$ cat src/rtl/lfsr_range_gen.sv
// Fibonacci XNOR LFSR with seed load, free-run stepping and a req/ack bounded-draw
// engine (rejection sampling into [LO,HI]). Optional period-wrap detect: LFSR_WRAP_DETECT_EN.
module lfsr_range_gen #(
  parameter int unsigned      WIDTH     = 5,
  parameter logic [WIDTH-1:0] TAPS      = 5'b10100,
  parameter int unsigned      LO        = 2,
  parameter int unsigned      HI        = 24,
  parameter int unsigned      MAX_TRIES = 8
) (
  input  logic             clock,
  input  logic             reset,
  input  logic             step,
  input  logic             seed_load,
  input  logic [WIDTH-1:0] seed,
  input  logic             req,
  output logic             ack,
  output logic [WIDTH-1:0] value,
  output logic             fallback,
  output logic             busy,
  output logic [WIDTH-1:0] state_out,
  output logic             wrap
);

  localparam int unsigned      TRY_W  = 8;
  localparam logic [WIDTH-1:0] LOCKUP = {WIDTH{1'b1}};
  localparam logic [WIDTH-1:0] LO_V   = WIDTH'(LO);
  localparam logic [WIDTH-1:0] HI_V   = WIDTH'(HI);
  localparam logic [TRY_W-1:0] LAST_TRY = TRY_W'(MAX_TRIES - 1);

  typedef enum logic {IDLE, SEARCH} fsm_t;

  fsm_t             fsm_q, fsm_d;
  logic [WIDTH-1:0] lfsr_q, lfsr_d;
  logic [WIDTH-1:0] lfsr_next;
  logic [WIDTH-1:0] seed_clean;
  logic [TRY_W-1:0] tries_q, tries_d;
  logic             advance;
  logic             ack_d, fallback_d, busy_d;
  logic [WIDTH-1:0] value_d;

  // Feedback and seed sanitising; all-ones would lock an XNOR LFSR.
  always_comb begin
    lfsr_next  = {lfsr_q[WIDTH-2:0], ~^(lfsr_q & TAPS)};
    seed_clean = (seed == LOCKUP) ? '0 : seed;
  end

  // Next-state and draw evaluation.
  always_comb begin
    fsm_d      = fsm_q;
    tries_d    = tries_q;
    lfsr_d     = lfsr_q;
    advance    = 1'b0;
    ack_d      = 1'b0;
    fallback_d = 1'b0;
    value_d    = value;
    busy_d     = 1'b0;

    case (fsm_q)
      IDLE: begin
        advance = step;
        // A req landing in the ack cycle belongs to the finished draw; drop it.
        if (req && !ack) begin
          fsm_d   = SEARCH;
          tries_d = '0;
        end
      end
      SEARCH: begin
        if (!seed_load) begin
          advance = 1'b1;
          if ((lfsr_q >= LO_V) && (lfsr_q <= HI_V)) begin
            value_d = lfsr_q;
            ack_d   = 1'b1;
            fsm_d   = IDLE;
          end else if (tries_q == LAST_TRY) begin
            value_d    = LO_V;
            ack_d      = 1'b1;
            fallback_d = 1'b1;
            fsm_d      = IDLE;
          end else begin
            tries_d = tries_q + TRY_W'(1);
          end
        end
      end
      default: fsm_d = IDLE;
    endcase

    if (seed_load) begin
      lfsr_d = seed_clean;
    end else if (advance) begin
      lfsr_d = lfsr_next;
    end

    busy_d = (fsm_d == SEARCH);
  end

  always_ff @(posedge clock) begin
    if (reset) begin
      fsm_q    <= IDLE;
      lfsr_q   <= '0;
      tries_q  <= '0;
      ack      <= 1'b0;
      value    <= '0;
      fallback <= 1'b0;
      busy     <= 1'b0;
    end else begin
      fsm_q    <= fsm_d;
      lfsr_q   <= lfsr_d;
      tries_q  <= tries_d;
      ack      <= ack_d;
      value    <= value_d;
      fallback <= fallback_d;
      busy     <= busy_d;
    end
  end

  assign state_out = lfsr_q;

`ifdef LFSR_WRAP_DETECT_EN
  logic [WIDTH-1:0] start_q;
  logic [15:0]      period_q;

  // Start point and step count since the last reset or seed load.
  always_ff @(posedge clock) begin
    if (reset) begin
      start_q  <= '0;
      period_q <= '0;
      wrap     <= 1'b0;
    end else begin
      wrap <= 1'b0;
      if (seed_load) begin
        start_q  <= seed_clean;
        period_q <= '0;
      end else if (advance) begin
        period_q <= period_q + 16'd1;
        wrap     <= (lfsr_next == start_q);
      end
    end
  end
`else
  assign wrap = 1'b0;
`endif

endmodule

$ cat config.mk
export PLATFORM = sky130hd
export DESIGN_NAME = lfsr_range_gen
export DESIGN_NICKNAME = d
export VERILOG_FILES = /design/src/rtl/lfsr_range_gen.sv
export SDC_FILE = /design/constraint.sdc
export NUM_CORES = 1
export LEC_CHECK = 0
export CAP_MARGIN = 20
export CORE_UTILIZATION = 60
export CTS_CLUSTER_SIZE = 20
export DETAILED_ROUTE_END_ITERATION = 6
export DONT_BUFFER_PORTS = 1
export GPL_ROUTABILITY_DRIVEN = 0
export PLACE_DENSITY = 0.76
export SLEW_MARGIN = 20
export SYNTH_ARGS = -nofsm -noshare
export SYNTH_HDL_FRONTEND = slang
export SYNTH_SLANG_ARGS = --single-unit
$ cat constraint.sdc
create_clock -name clock -period 2.6 [get_ports clock]
set_clock_uncertainty 0.2 [all_clocks]
set_input_delay 0.52 -clock clock [delete_from_list [all_inputs] [get_ports clock]]
set_output_delay 0.52 -clock clock [all_outputs]
set_load 0.05 [all_outputs]
---- Yosys cells after proc, flatten, opt, wreduce, memory -nomap -nowiden ----
Index checks and enable logic that the tools add are counted.
storage, ports and cells
  flip-flop bits (word level) ............. 21
  word-level logic and storage cells ...... 46
cells by class
  $add $sub $neg .......................... 1
  order comparisons ....................... 2
  equality and inequality tests ........... 6
  multiplexer cells ....................... 19
  bitwise gates (word level) .............. 2
  reduce and logical (&&, ||, !) cells .... 10
operators by type and width
  operator                                                            count
  two-way mux 8 bit                                                   4
  two-way mux 5 bit                                                   5
  case mux 8 bit (2 select lines)                                     1
  adder 8 x 1 -> 8 bit (second input constant)                        1
  equality test 8 x 3 -> 1 bit (second input constant)                1
  != test 2 bit (second input constant)                               4
  two-way mux 1 bit                                                   7
  equality test 5 bit (second input constant)                         1
  greater-or-equal comparator 5 x 2 -> 1 bit (second input constant)  1
  less-or-equal comparator 5 bit (second input constant)              1
  XNOR reduction 5 bit                                                1
  case mux 1 bit (2 select lines)                                     2
  AND reduction 4 bit                                                 1
  nonzero test 2 bit                                                  2
  OR reduction 4 bit                                                  1
  AND reduction 3 bit                                                 1
  OR reduction 3 bit                                                  1
  logical AND 1 bit                                                   2
  NOT 1 bit                                                           2
  zero test 1 bit                                                     1

---- Longest topological paths before layout ----
Gate-level depths: netlist of run 1.
  depth in word-level cells ............... 5
  mapped depth ............................ 5
  gate-level depth less buffers ........... 5

---- Worst setup path before layout of run 1 ----
Ideal clock, no wire load.
  path type ............................... register to register
  start ................................... register lfsr_q[1], in the netlist state_out[1]
  end ..................................... register tries_q[4]
  setup time .............................. 122 ps
  data arrival time ....................... 1967 ps
  path slack .............................. 312 ps
  stages on the path, launching flop included .. 6
  buffers on the path ..................... 1
  period minus slack after synthesis ...... 2288 ps
  cells stage by stage .................... dfxtp_1 -> or4_4 -> and2_4 -> buf_6 -> o211a_1 -> a221o_1
between the ends
  word-level cells in the longest chain between the ends .. 4
  elaborated cells on any way between the ends .. 5
ends and longest elaborated chain
  item                                                                                                 line  source
  start: declaration                                                                                   33    logic [WIDTH-1:0] lfsr_q, lfsr_d;
  start signal: assignment                                                                             107   lfsr_q <= lfsr_d;
  greater-or-equal comparator 5 x 2 -> 1 bit / less-or-equal comparator 5 bit (equally long branches)  70    if ((lfsr_q >= LO_V) && (lfsr_q <= HI_V)) begin
  logical AND 1 bit (*)                                                                                70
  != test 2 bit (no line) (*)                                                                          n/a
  AND reduction 4 bit (no line) (*)                                                                    n/a
  end signal: assignment                                                                               108   tries_q <= tries_d;
  end: declaration                                                                                     36    logic [TRY_W-1:0] tries_q, tries_d;
Every way passes the cells marked *; elsewhere a longest branch is shown, timed or not.
A chain may end at the register's enable or synchronous reset.

---- Worst setup path after layout of run 1 ----
  start ................................... register tries_q[5]
  end ..................................... register value[3]
between the ends
  word-level cells in the longest chain between the ends .. 3
ends and longest elaborated chain
  item                           line  source
  equality test 8 x 3 -> 1 bit   74    end else if (tries_q == LAST_TRY) begin
  nonzero test 2 bit (no line)   n/a
  AND reduction 3 bit (no line)  n/a
  end signal: assignment         110   value <= value_d;
  end: declaration               17    output logic [WIDTH-1:0] value,
Every way passes these cells.

==> results of run 1 <==
[synthesized netlist by cell type, types with 2 or more instances]
| master | instances | share of area [%] |
|---|---|---|
| o21ai_0 | 4 | 2.0 |
| dfxtp_1 | 21 | 41 |
| nand2b_1 | 2 | 1.2 |
| or3_1 | 4 | 2.4 |
| a221oi_1 | 5 | 4.3 |
| clkbuf_1 | 2 | 0.73 |
| a2111oi_0 | 2 | 1.7 |
| or4_1 | 2 | 1.5 |
| o311ai_0 | 2 | 1.7 |
| a32o_1 | 4 | 3.9 |
| nor3_1 | 9 | 4.4 |
| o211ai_1 | 2 | 1.5 |
| nand4_1 | 3 | 1.8 |
| nor2b_1 | 2 | 1.2 |
| nand2_1 | 5 | 1.8 |
| nand3_1 | 3 | 1.5 |
| o211a_1 | 2 | 2.0 |
| and3_1 | 2 | 1.2 |
| nor2_1 | 10 | 3.7 |
| a21oi_1 | 4 | 2.0 |
| inv_1 | 4 | 1.5 |
[metrics by stage]
stage          util, %  total power [mW]
6_report         70.70            0.6308
3_5_place_dp     68.91            0.4830
5_1_grt          70.70            0.6604
2_1_floorplan        -            0.4615
4_1_cts          70.70            0.6348
3_3_place_gp     68.91            0.4826
[critical path, cell delays in order, from the launching register on]
cell	delay (ns)
dfxtp_1	0.36
or4_1	0.59
nor3_1	0.31
o21ai_0	0.31
a32o_1	0.35
[logic make-up (layout without fill, tap and decap cells)]
group / after synthesis / in the layout / synth area share (%)
other: 1 / 1 / 0.3664
flip-flops: 21 / 21 / 41.08
XOR/XNOR: 1 / 1 / 0.8559
multiplexers: 1 / 1 / 1.100
adder cells (fa/ha/maj): 1 / 1 / 1.222
buffers and inverters: 8 / 14 / 4.034
AO/OA/AOI/OAI: 33 / 33 / 25.55
AND/OR/NAND/NOR: 48 / 48 / 25.79
[cell usage in the layout (no fill, tap or decap), types with 2 or more instances in the layout]
| cell type | instances |
|---|---|
| a21oi_1 | 4 |
| nand4_1 | 3 |
| and3_1 | 2 |
| inv_1 | 4 |
| dfxtp_1 | 21 |
| a2111oi_0 | 2 |
| nor2b_1 | 2 |
| or3_1 | 4 |
| clkbuf_4 | 3 |
| o21ai_0 | 4 |
| o311ai_0 | 2 |
| a221oi_1 | 5 |
| nand3_1 | 3 |
| o211ai_1 | 2 |
| nand2b_1 | 2 |
| or4_1 | 2 |
| a32o_1 | 4 |
| o211a_1 | 2 |
| nor3_1 | 9 |
| nor2_1 | 10 |
| nand2_1 | 5 |
| buf_4 | 6 |
[state kept, by name, summed over array words and instances, names as in the netlist]
register,count
state_out,5
fsm_q,1
value,5
fallback,1
ack,1
tries_q,8
[cell type report]
class                   instances  area [µm²]  share of cell area (%)
clock buffers                   3       22.52                   2.067
clock inverters                 1       5.005                  0.4592
inverters                       4       15.01                   1.378
multi-input cells              85       561.8                   51.55
flip-flops and latches         21       420.4                   38.58
well taps                      16       20.02                   1.837
repair buffers                  6       45.04                   4.133
[metal layers]
metal | vias to the layer above | GRT usage (%) | wire (µm)
met2 | 38 | 42.99 | 1111
li1 | 457 | - | -
met1 | 444 | 35.45 | 1017
met3 | 2 | 5.106 | 129
met5 | - | 0 | 0
met4 | 0 | 9.697 | 13
[power groups by stage]
stage / combinational [mW] / sequential, mW / clock, mW
2_1_floorplan: 0.0684 / 0.393 / 0
3_3_place_gp: 0.120 / 0.362 / 0
3_5_place_dp: 0.120 / 0.363 / 0
4_1_cts: 0.121 / 0.356 / 0.159
5_1_grt: 0.130 / 0.358 / 0.173
6_report: 0.121 / 0.356 / 0.154
[path summary, 6_finish.rpt]
path	from	to	slack [ns]
max	tries_q[5]	value[3]	0.40
min	reset	tries_q[1]	0.07
max reg2reg	tries_q[5]	value[3]	0.40
min reg2reg	tries_q[1]	tries_q[1]	0.32
==> metrics, run 1 <==
Pint=0.4306 mW; Net Count, Synth=125; Fmax achieved=0.4544 GHz; Die H=43.30 µm; Post-CTS Setup Inserts=0; placed insts=132; cell count after synthesis=114; Worst Max-Slew Pin Slew=0.6658 ns; vias in the first global route=920; first-pass GRT wire length=3870 µm; Final nets=132; Syn Area/Cell=8.978 µm²; Setup crit end kind=flop; FP Rows=14; Worst-path clk slew=0.12 ns; Final min period=2.201 ns; Hold Path Class=in2reg; clock buffer depth=2; CTS tree=done; H-tree Lvls=1; number of buffers added on ports=0; initial antenna violation count=0; Leakage=0.4113 nW; Hold Fails Final Rpt=0; Residual DRC=0; Critical Path RT=2.61 ns; RSZ-0062 raised after global routing=no; DR vias/cell=6.919; Fin Hold WS=0.07001 ns; Max IR drop VDD=0.0003354 V; sequential share of power=56.4%; mapped cell area=0.001023 mm²; Area after DPL=0.001062 mm²; 1st-iter DRT viols=17; post-DP HPWL=1669 µm; status=complete, no violations; unique cell type count in the Yosys netlist=41; Yosys warnings=0; pin count of the biggest net entering global routing=14; layout cells sized above 1=14.17%; Finished Cell Area=0.001090 mm²; via count=941; setup ws final=0.3993 ns; # IOs=24; CTS sink cnt=21; max_cap viols=0; Comb power frac=19.2%; Hold Path Cell Cnt=1; Routed Antenna Nets=0; Tcrit/Tclk final=84.64%; Worst Path Max Fanout=6; grt total ovfl=0; Clock power frac=24.4%; number of hold buffers added after CTS=0; post_cts resized=0; Area Overhead vs Synth=6.480%; Most used DFF post-synth=dfxtp_1; switching pwr=0.2002 mW; Core Area=0.001541 mm²; Sw Share=31.74%; Post-Layout Cell Count=136; Worst Setup Start Kind=flop; worst reg2reg path depth=4; Slew HR=55.15%; TNS Setup=0 ns; register area share after synthesis=41.08%; Slew Viols, Final=0; ant diodes=0; wire per inst=16.70 µm; WS Path Type=reg2reg; Initial Util=66.40%; Clock Latency Late Sink=0.30 ns; Root Driver=clkbuf_4; Fill cells=135; CP arrival=2.21 ns; number of synthesized flops with an enable pin=0; setup violators final=0; share of flip-flops with an asynchronous set or reset=0%; post-synthesis register bit count=21; Total GRT Usage=26.66%; drt pass-1 iters=4; Power Dens Cells=578.8 mW/mm²; total die area=0.001875 mm²; CTS Buf Count=3; die outline width=43.30 µm; pre-CTS WS=0.4193 ns; final WL=2271 µm
Note: power is estimated with default switching activity, not from simulation.
==> run 2: changes to the inputs <==
CORE_UTILIZATION = 54   (was 60)
PLACE_DENSITY = 0.72   (was 0.76)
clock period = 2 ns   (was 2.6 ns; I/O delays follow)
==> metrics, run 2 (same netlist as run 1, synthesis figures left out) <==
status=complete, no violations; Routed Antenna Nets=0; Worst Setup Start Kind=flop; Clock Latency Late Sink=0.30 ns; Final Power=0.8599 mW; worst reg2reg endpoint=tries_q[4]; CTS Buf Count=3; setup violators final=0; post-DP HPWL=1824 µm; worst reg2reg path depth=4; FP Rows=15; Initial Util=58.64%; TNS Setup=0 ns; Core Area=0.001745 mm²; hold path endpoint=tries_q[1]; layout cells sized above 1=32.06%; RSZ-0062 raised after global routing=yes; Area Overhead vs Synth=23.84%; Hold Fails Final Rpt=0; vias in the first global route=910; multi-input logic area=630.6 µm²; largest stage delay on the critical path=0.56 ns; Critical Path RT=2.01 ns; Hold Path Cell Cnt=3; number of buffers added on ports=0; placed insts=151; Die H=45.54 µm; CTS sink cnt=21; initial antenna violation count=0; Worst Max-Slew Pin Slew=0.5284 ns; Fin Hold WS=0.1577 ns; Cell Chain, Critical Path=or4_4, and2_4, o211a_4, a221o_1; DR vias/cell=6.519; Slew HR=64.50%; CTS tree=done; Fmax achieved=0.5037 GHz; Max IR drop VDD=0.0006213 V; first-pass GRT wire length=3967 µm; Top reg by flops=tries_q; via count=1017; Slew Viols, Final=0; Setup crit end kind=flop; Worst-path clk slew=0.12 ns; Crit-path slowest cell=or4_4; most common cell after layout, fill and taps aside=buf_4; die outline width=45.54 µm; drt pass-1 iters=4; clock buffer depth=2; 1st-iter DRT viols=40; # IOs=24; CP arrival=1.99 ns; grt total ovfl=0; Residual DRC=0; max_cap viols=0; final WL=2598 µm; Root Driver=clkbuf_4; Tcrit/Tclk final=99.27%; pin count of the biggest net entering global routing=13; wire per inst=16.65 µm; H-tree Lvls=1; hold_sp=seed_load; most frequent cells in the layout=buf_4, dfxtp_1, nor2_1; Area after DPL=0.001161 mm²; Total GRT Usage=26.90%; total die area=0.002073 mm²; Power Dens Cells=678.5 mW/mm²; R2R setup slack=0.01 ns; Fill cells=146; Final min period=1.985 ns; max FFs per register=8; Post-Layout Cell Count=156; Leakage=0.4723 nW; WS Path Type=reg2reg; Hold Path Class=in2reg; Worst Path Max Fanout=7; FF+latch area=432.9 µm²; ant diodes=0; Finished Cell Area=0.001267 mm²; Final nets=143; FF-to-FF Start=state_out[2]
-- run 2: worst max-delay path by stage --
stage                      start         end  slack [ns]  cells after the start
floorplan           state_out[2]  tries_q[4]       -0.09                      5
global placement    state_out[2]  tries_q[7]       -0.02                      4
detailed placement  state_out[2]  tries_q[7]       -0.04                      4
CTS                   tries_q[5]    value[1]       0.004                      5
global route        state_out[2]  tries_q[3]       -0.04                      4
finish              state_out[2]  tries_q[4]        0.01                      4
-- run 2: worst max-delay path: cells and delay by family (launching register included) --
family	cells	cell delay, ns
DFF	1	0.36
AOI/OAI and AO/OA	2	0.56
and+or+nand+nor	2	0.77
-- run 2: area by class of cell --
class / instances / area share [%]
multi-input combinational: 85 / 49.75
clock buffer: 3 / 1.777
tap: 25 / 2.468
sequential: 21 / 34.16
clock inverter: 1 / 0.3949
timing repair buffer: 17 / 10.27
inverter: 4 / 1.185
-- run 2: per-layer routing --
| metal | part of all wire, % | vias to the layer above | GRT usage, % |
|---|---|---|---|
| met5 | 0 | - | 0 |
| li1 | - | 479 | - |
| met2 | 47 | 35 | 41.43 |
| met1 | 46 | 499 | 36.45 |
| met3 | 5.7 | 4 | 5.556 |
| met4 | 0.96 | 0 | 10.91 |
-- run 2: timing repair --
item / in CTS / in global routing
setup buffers: 0 / 0
hold buffers: 1 / 0
resized for setup: 4 / 12
pin swaps: 0 / 1
setup endpoints to repair: 9 / 12
endpoints found under the hold margin: 10 / 0
-- run 2: power by group --
group	internal (mW)	switching, mW	total [mW]	leakage [nW]
Sequential	0.435	0.0259	0.461	0.173
Combinational	0.0678	0.126	0.194	0.281
Clock	0.0747	0.130	0.205	0.0177
Total	0.578	0.282	0.860	0.472
-- run 2: per-stage QoR --
| stage | util, % | setup slack [ns] |
|---|---|---|
| 5_1_grt | 72.62 | -0.03661 |
| 4_1_cts | 69.61 | 0.003842 |
| 3_5_place_dp | 66.52 | -0.04482 |
| 6_report | 72.62 | 0.01465 |
| 2_1_floorplan | - | -0.09188 |
| 3_3_place_gp | 66.52 | -0.02144 |
==> run 3: changes to the inputs <==
CORE_UTILIZATION = 52   (was 54)
PLACE_DENSITY = 0.7   (was 0.72)
SLEW_MARGIN = unset   (was 20)
==> metrics, run 3 (same netlist as run 1, synthesis figures left out) <==
Routed Antenna Nets=0; CTS sink cnt=21; final WL=2680 µm; post-DP HPWL=1872 µm; WS Path Type=reg2reg; pre-CTS WS=-0.02562 ns; number of buffers added on ports=0; CTS tree=done; RSZ-0062 raised after global routing=yes; Leakage=0.4783 nW; most common cell after layout, fill and taps aside=buf_4; DR vias/cell=6.449; Clock Latency Late Sink=0.30 ns; Root Driver=clkbuf_4; Top reg by flops=tries_q; # IOs=24; FP Rows=15; Hold Path Cell Cnt=2; max FFs per register=8; drt pass-1 iters=4; worst reg2reg path depth=4; Max IR drop VDD=0.0004777 V; Fmax achieved=0.5059 GHz; wire per inst=16.96 µm; Worst path top cell family by delay=simple AND/OR/NAND/NOR gates; Setup crit end kind=flop; Fill cells=123; Final nets=145; Crit-path slowest cell=or4_4; Hold Path Class=in2reg; CP arrival=1.98 ns; vias in the first global route=840; ant diodes=0; Worst Max-Slew Pin Slew=0.5319 ns; Area Overhead vs Synth=25.55%; Cell Chain, Critical Path=or4_4, and2_4, o211a_4, a221o_1; first-pass GRT wire length=3788 µm; Worst Setup Start Kind=flop; Residual DRC=0; Hold Fails Final Rpt=0; die outline width=46.37 µm; 1st-iter DRT viols=51; Post-CTS Setup Inserts=0; total die area=0.002150 mm²; max_cap viols=0; Tcrit/Tclk final=98.84%; initial antenna violation count=0; Final min period=1.977 ns; grt total ovfl=0; Worst-path clk slew=0.12 ns; Power Dens Cells=672.5 mW/mm²; end-of-flow core utilization=72.07%; clock buffer depth=2; Slew HR=64.49%; status=complete, no violations; setup violators final=0; Initial Util=57.40%; sum of buffers and inverters on the critical path=0; most frequent cells in the layout=buf_4, dfxtp_1, nor2_1; layout cells sized above 1=33.08%; largest stage delay on the critical path=0.54 ns; CTS Buf Count=3; Total GRT Usage=24.88%; Die H=46.37 µm; Slew Viols, Final=0; H-tree Lvls=1; via count=1019; setup ws final=0.02323 ns; Core Area=0.001783 mm²; Worst Path Max Fanout=7; pin count of the biggest net entering global routing=12; Critical Path RT=2.01 ns; CP Depth=4
-- run 3: changes by cell type in the layout (fill, tap and decap cells not counted), sizes merged --
cell / delta
buf: +2
clkbuf: +1
clkinv: -1
-- run 3: final timing paths --
kind	start	endpoint	slack (ns)
setup / recovery	state_out[1]	tries_q[4]	0.02
setup reg to reg	state_out[1]	tries_q[4]	0.02
hold / removal	seed[1]	state_out[1]	0.18
hold reg to reg	tries_q[1]	tries_q[1]	0.35
-- run 3: through the flow --
stage	hold WS, ns	cells	power [mW]	TNS, ns	cell area, µm²
final	0.1756	158	0.8641	0	1285
after global routing	0.1920	158	0.8960	-0.004270	1285
after CTS	0.1793	158	0.8555	0	1224
after detailed placement	0.2722	153	0.6490	-0.03758	1176
after global placement	0.2706	153	0.6472	-0.004517	1176
after floorplan	0.2760	114	0.6019	-0.2538	1036
-- run 3: power breakdown --
part | total (mW) | switching (mW) | internal, mW
Sequential | 0.461 | 0.0260 | 0.435
Combinational | 0.197 | 0.127 | 0.0700
Clock | 0.206 | 0.128 | 0.0777
-- run 3: final cells by class --
| type | instances | area, µm² | area share (%) |
|---|---|---|---|
| Clock buffer | 4 | 26.28 | 2.045 |
| Tap cell | 25 | 31.28 | 2.434 |
| Inverter | 4 | 15.01 | 1.168 |
| Multi-Input combinational cell | 85 | 634.4 | 49.37 |
| Timing Repair Buffer | 19 | 145.1 | 11.30 |
| Sequential cell | 21 | 432.9 | 33.69 |
-- run 3: routing by layer --
layer  routed length (µm)  GRT usage (%)
met1                 1270          36.73
met2                 1263          35.83
met3                  136          6.275
met4                    9          5.294
met5                    0              0
-- run 3: worst register-to-register path: stages (launching register included) --
cell and delay, ns:
dfxtp_4 0.37, or4_4 0.54, and2_4 0.21, o211a_4 0.25, a221o_1 0.31
-- run 3: repair_timing --
item	4_1_cts	5_1_grt
pin swaps	0	2
setup endpoints to repair	6	10
hold endpoints to repair	10	0
hold buffers	1	0
resized for setup	3	13
==> RTL change (flow settings as in run 2) <==
The parameter `WIDTH` goes from 5 to 10.
--- a/src/rtl/lfsr_range_gen.sv
+++ b/src/rtl/lfsr_range_gen.sv
@@ -1,7 +1,7 @@
 // Fibonacci XNOR LFSR with seed load, free-run stepping and a req/ack bounded-draw
 // engine (rejection sampling into [LO,HI]). Optional period-wrap detect: LFSR_WRAP_DETECT_EN.
 module lfsr_range_gen #(
-  parameter int unsigned      WIDTH     = 5,
+  parameter int unsigned      WIDTH     = 10,
   parameter logic [WIDTH-1:0] TAPS      = 5'b10100,
   parameter int unsigned      LO        = 2,
   parameter int unsigned      HI        = 24,
Ports: changed (resized seed, state_out and value); port bits go from 24 to 39. The function was not compared with the original's and may differ.
==> RTL change against run 2 <==
The flow now finishes with violations (hold timing, setup timing). Global-route usage grew 1.8 points. Setup slack lost 0.20 ns. Sequential cell count grew 10. Final cell count grew 52%. Critical path type unchanged. Design area grew 51%. Routed wire length grew 49%. Area after synthesis grew 36%. Sequential power grew 42%. Non-clock buffer count grew 22. Power grew 68%.
==> RTL change: results (changes against run 2) <==
[status]
status = finished, violations left
violations = hold timing, setup timing

[hold_path]
hold_path_class = input pin to flip-flop
whs_path_depth = 2  ; -1

[global_routing]
grt_pass1_wl_um = 5680  ; +43%
grt_pass1_vias = 1324  ; +45%
grt_start_max_net_pins = 16  ; +3
grtUsageMet2_pct = 48.1  ; +6.7 points
use_met1_pct = 32.6  ; -3.8 points
grt.total_usage_pct = 28.7  ; +1.8 points
grt_util_met3_pct = 8.41  ; +2.9 points

[placement]
pre_cts_ws_ns = -0.210  ; -0.166 ns
post-place-cells = 219  ; +45%
port-buffer-count = 0  ; unchanged
postPlaceCellArea_um2 = 1610  ; +39%
dp_hpwl_um = 2490  ; +37%

[setup_path]
crit_arrival_ns = 2.26  ; +0.27 ns
max_stage_delay_ns = 0.54  ; -0.02 ns
worst-r2r-cell-count = 6  ; +2
critPathSlowestCell = or4_4
cp_max_fo = 8  ; +1
crit_family = simple AND/OR/NAND/NOR gates

[routing]
wl_met2_um = 1980  ; +61%
wl_met1_um = 1650  ; +38%
wl_um = 3880  ; +49%
num_vias = 1402  ; +38%
first_pass_iters = 4  ; unchanged
drt_iter0_drc = 42  ; +5.0%
wl_per_cell_um = 16.4  ; -1.7%
top_layer = met4
routed-wl-met3_um = 179  ; +20%

[synthesis]
async_reset_ff_share_pct = 0  ; unchanged
synth_cell_types = 40  ; -2.4%
synth.largest_area_cell = dfxtp_1
seq_area_frac_synth_pct = 44.7  ; +3.6 points
synth_commonest_cells = dfxtp_1 (31), a21oi_1 (27), nor2_1 (24), nand2_1 (13), o21ai_0 (9)
synth_fp_nets = 185  ; +48%
synthTopCellsByArea = dfxtp_1 (45%), a21oi_1 (9.7%), nor2_1 (6.5%)
synthCells = 169  ; +48%
yosysWarnings = 0  ; unchanged

[clock_network]
clock_path_buffers = 2  ; unchanged
cts_hold_buf = 6  ; +5
clk_pin_slew_ns = 0.09  ; -0.03 ns
cts_inserted_buffers = 5  ; +2
htreeDepth = 2  ; +1
cts_resized = 8  ; +4
insertion_delay_ns = 0.35  ; +0.05 ns
post_cts_buffers = 1  ; +1
root_buffer = clkbuf_4

[power]
ir_drop_v = 0.000637  ; +2.5%
sw_frac_of_total_pct = 28.7  ; -4.2 points
leakage_nw = 0.741  ; +57%

[sta]
setup_viol = 17  ; +17
worst_slack_ns = -0.180  ; -0.195 ns
hold_viol_final = 1  ; +1
whs_ns = -0.00255  ; -0.160 ns
worstMarginPinSlew_ns = 0.746  ; +0.217 ns

[final_layout]
drive_above_1_share_pct = 32.4  ; +0.31 points

-- RTL change: cell families after synthesis --
family,synth area share (%)
and+or+nand+nor,24.2
AOI/OAI and AO/OA,24.7
DFF,44.7
buffers and inverters,3.25
xor gates and xnor gates,1.26
adders and majority gates,0.902
other,0.270
muxes,0.721
-- RTL change: layout make-up --
class	instances	area, µm²
Clock inverter	2	35.0
Tap cell	30	37.5
Fill cell	165	544
Multi-Input combinational cell	127	827
Clock buffer	6	51.3
Sequential cell	31	627
Timing Repair Buffer	39	325
Inverter	2	7.51
-- RTL change: power groups by stage --
stage	logic, mW	registers [mW]	clock network (mW)
after floorplan	0.106	0.722	0
after global placement	0.214	0.667	0
after detailed placement	0.218	0.668	0
after CTS	0.244	0.654	0.520
after global routing	0.287	0.657	0.545
final	0.270	0.655	0.524
-- RTL change: per-stage QoR --
| step | TNS, ns | util, % | power [mW] |
|---|---|---|---|
| 5_1_grt | -2.61 | 77.8 | 1.49 |
| 2_1_floorplan | -1.04 | - | 0.829 |
| 3_3_place_gp | -1.14 | 65.7 | 0.881 |
| 3_5_place_dp | -1.79 | 65.7 | 0.886 |
| 6_report | -2.03 | 77.8 | 1.45 |
| 4_1_cts | -1.25 | 73.1 | 1.42 |
-- RTL change: worst paths after layout --
path	startpoint	end	slack, ns
worst max-delay path	tries_q[3]$_SDFFE_PP0P_	tries_q[6]$_SDFFE_PP0P_	-0.18
worst min-delay path	seed[7]	state_out[7]$_SDFFE_PP0P_	-0.003
worst max register to register	tries_q[3]$_SDFFE_PP0P_	tries_q[6]$_SDFFE_PP0P_	-0.18
worst min register to register	tries_q[7]$_SDFFE_PP0P_	tries_q[7]$_SDFFE_PP0P_	0.35
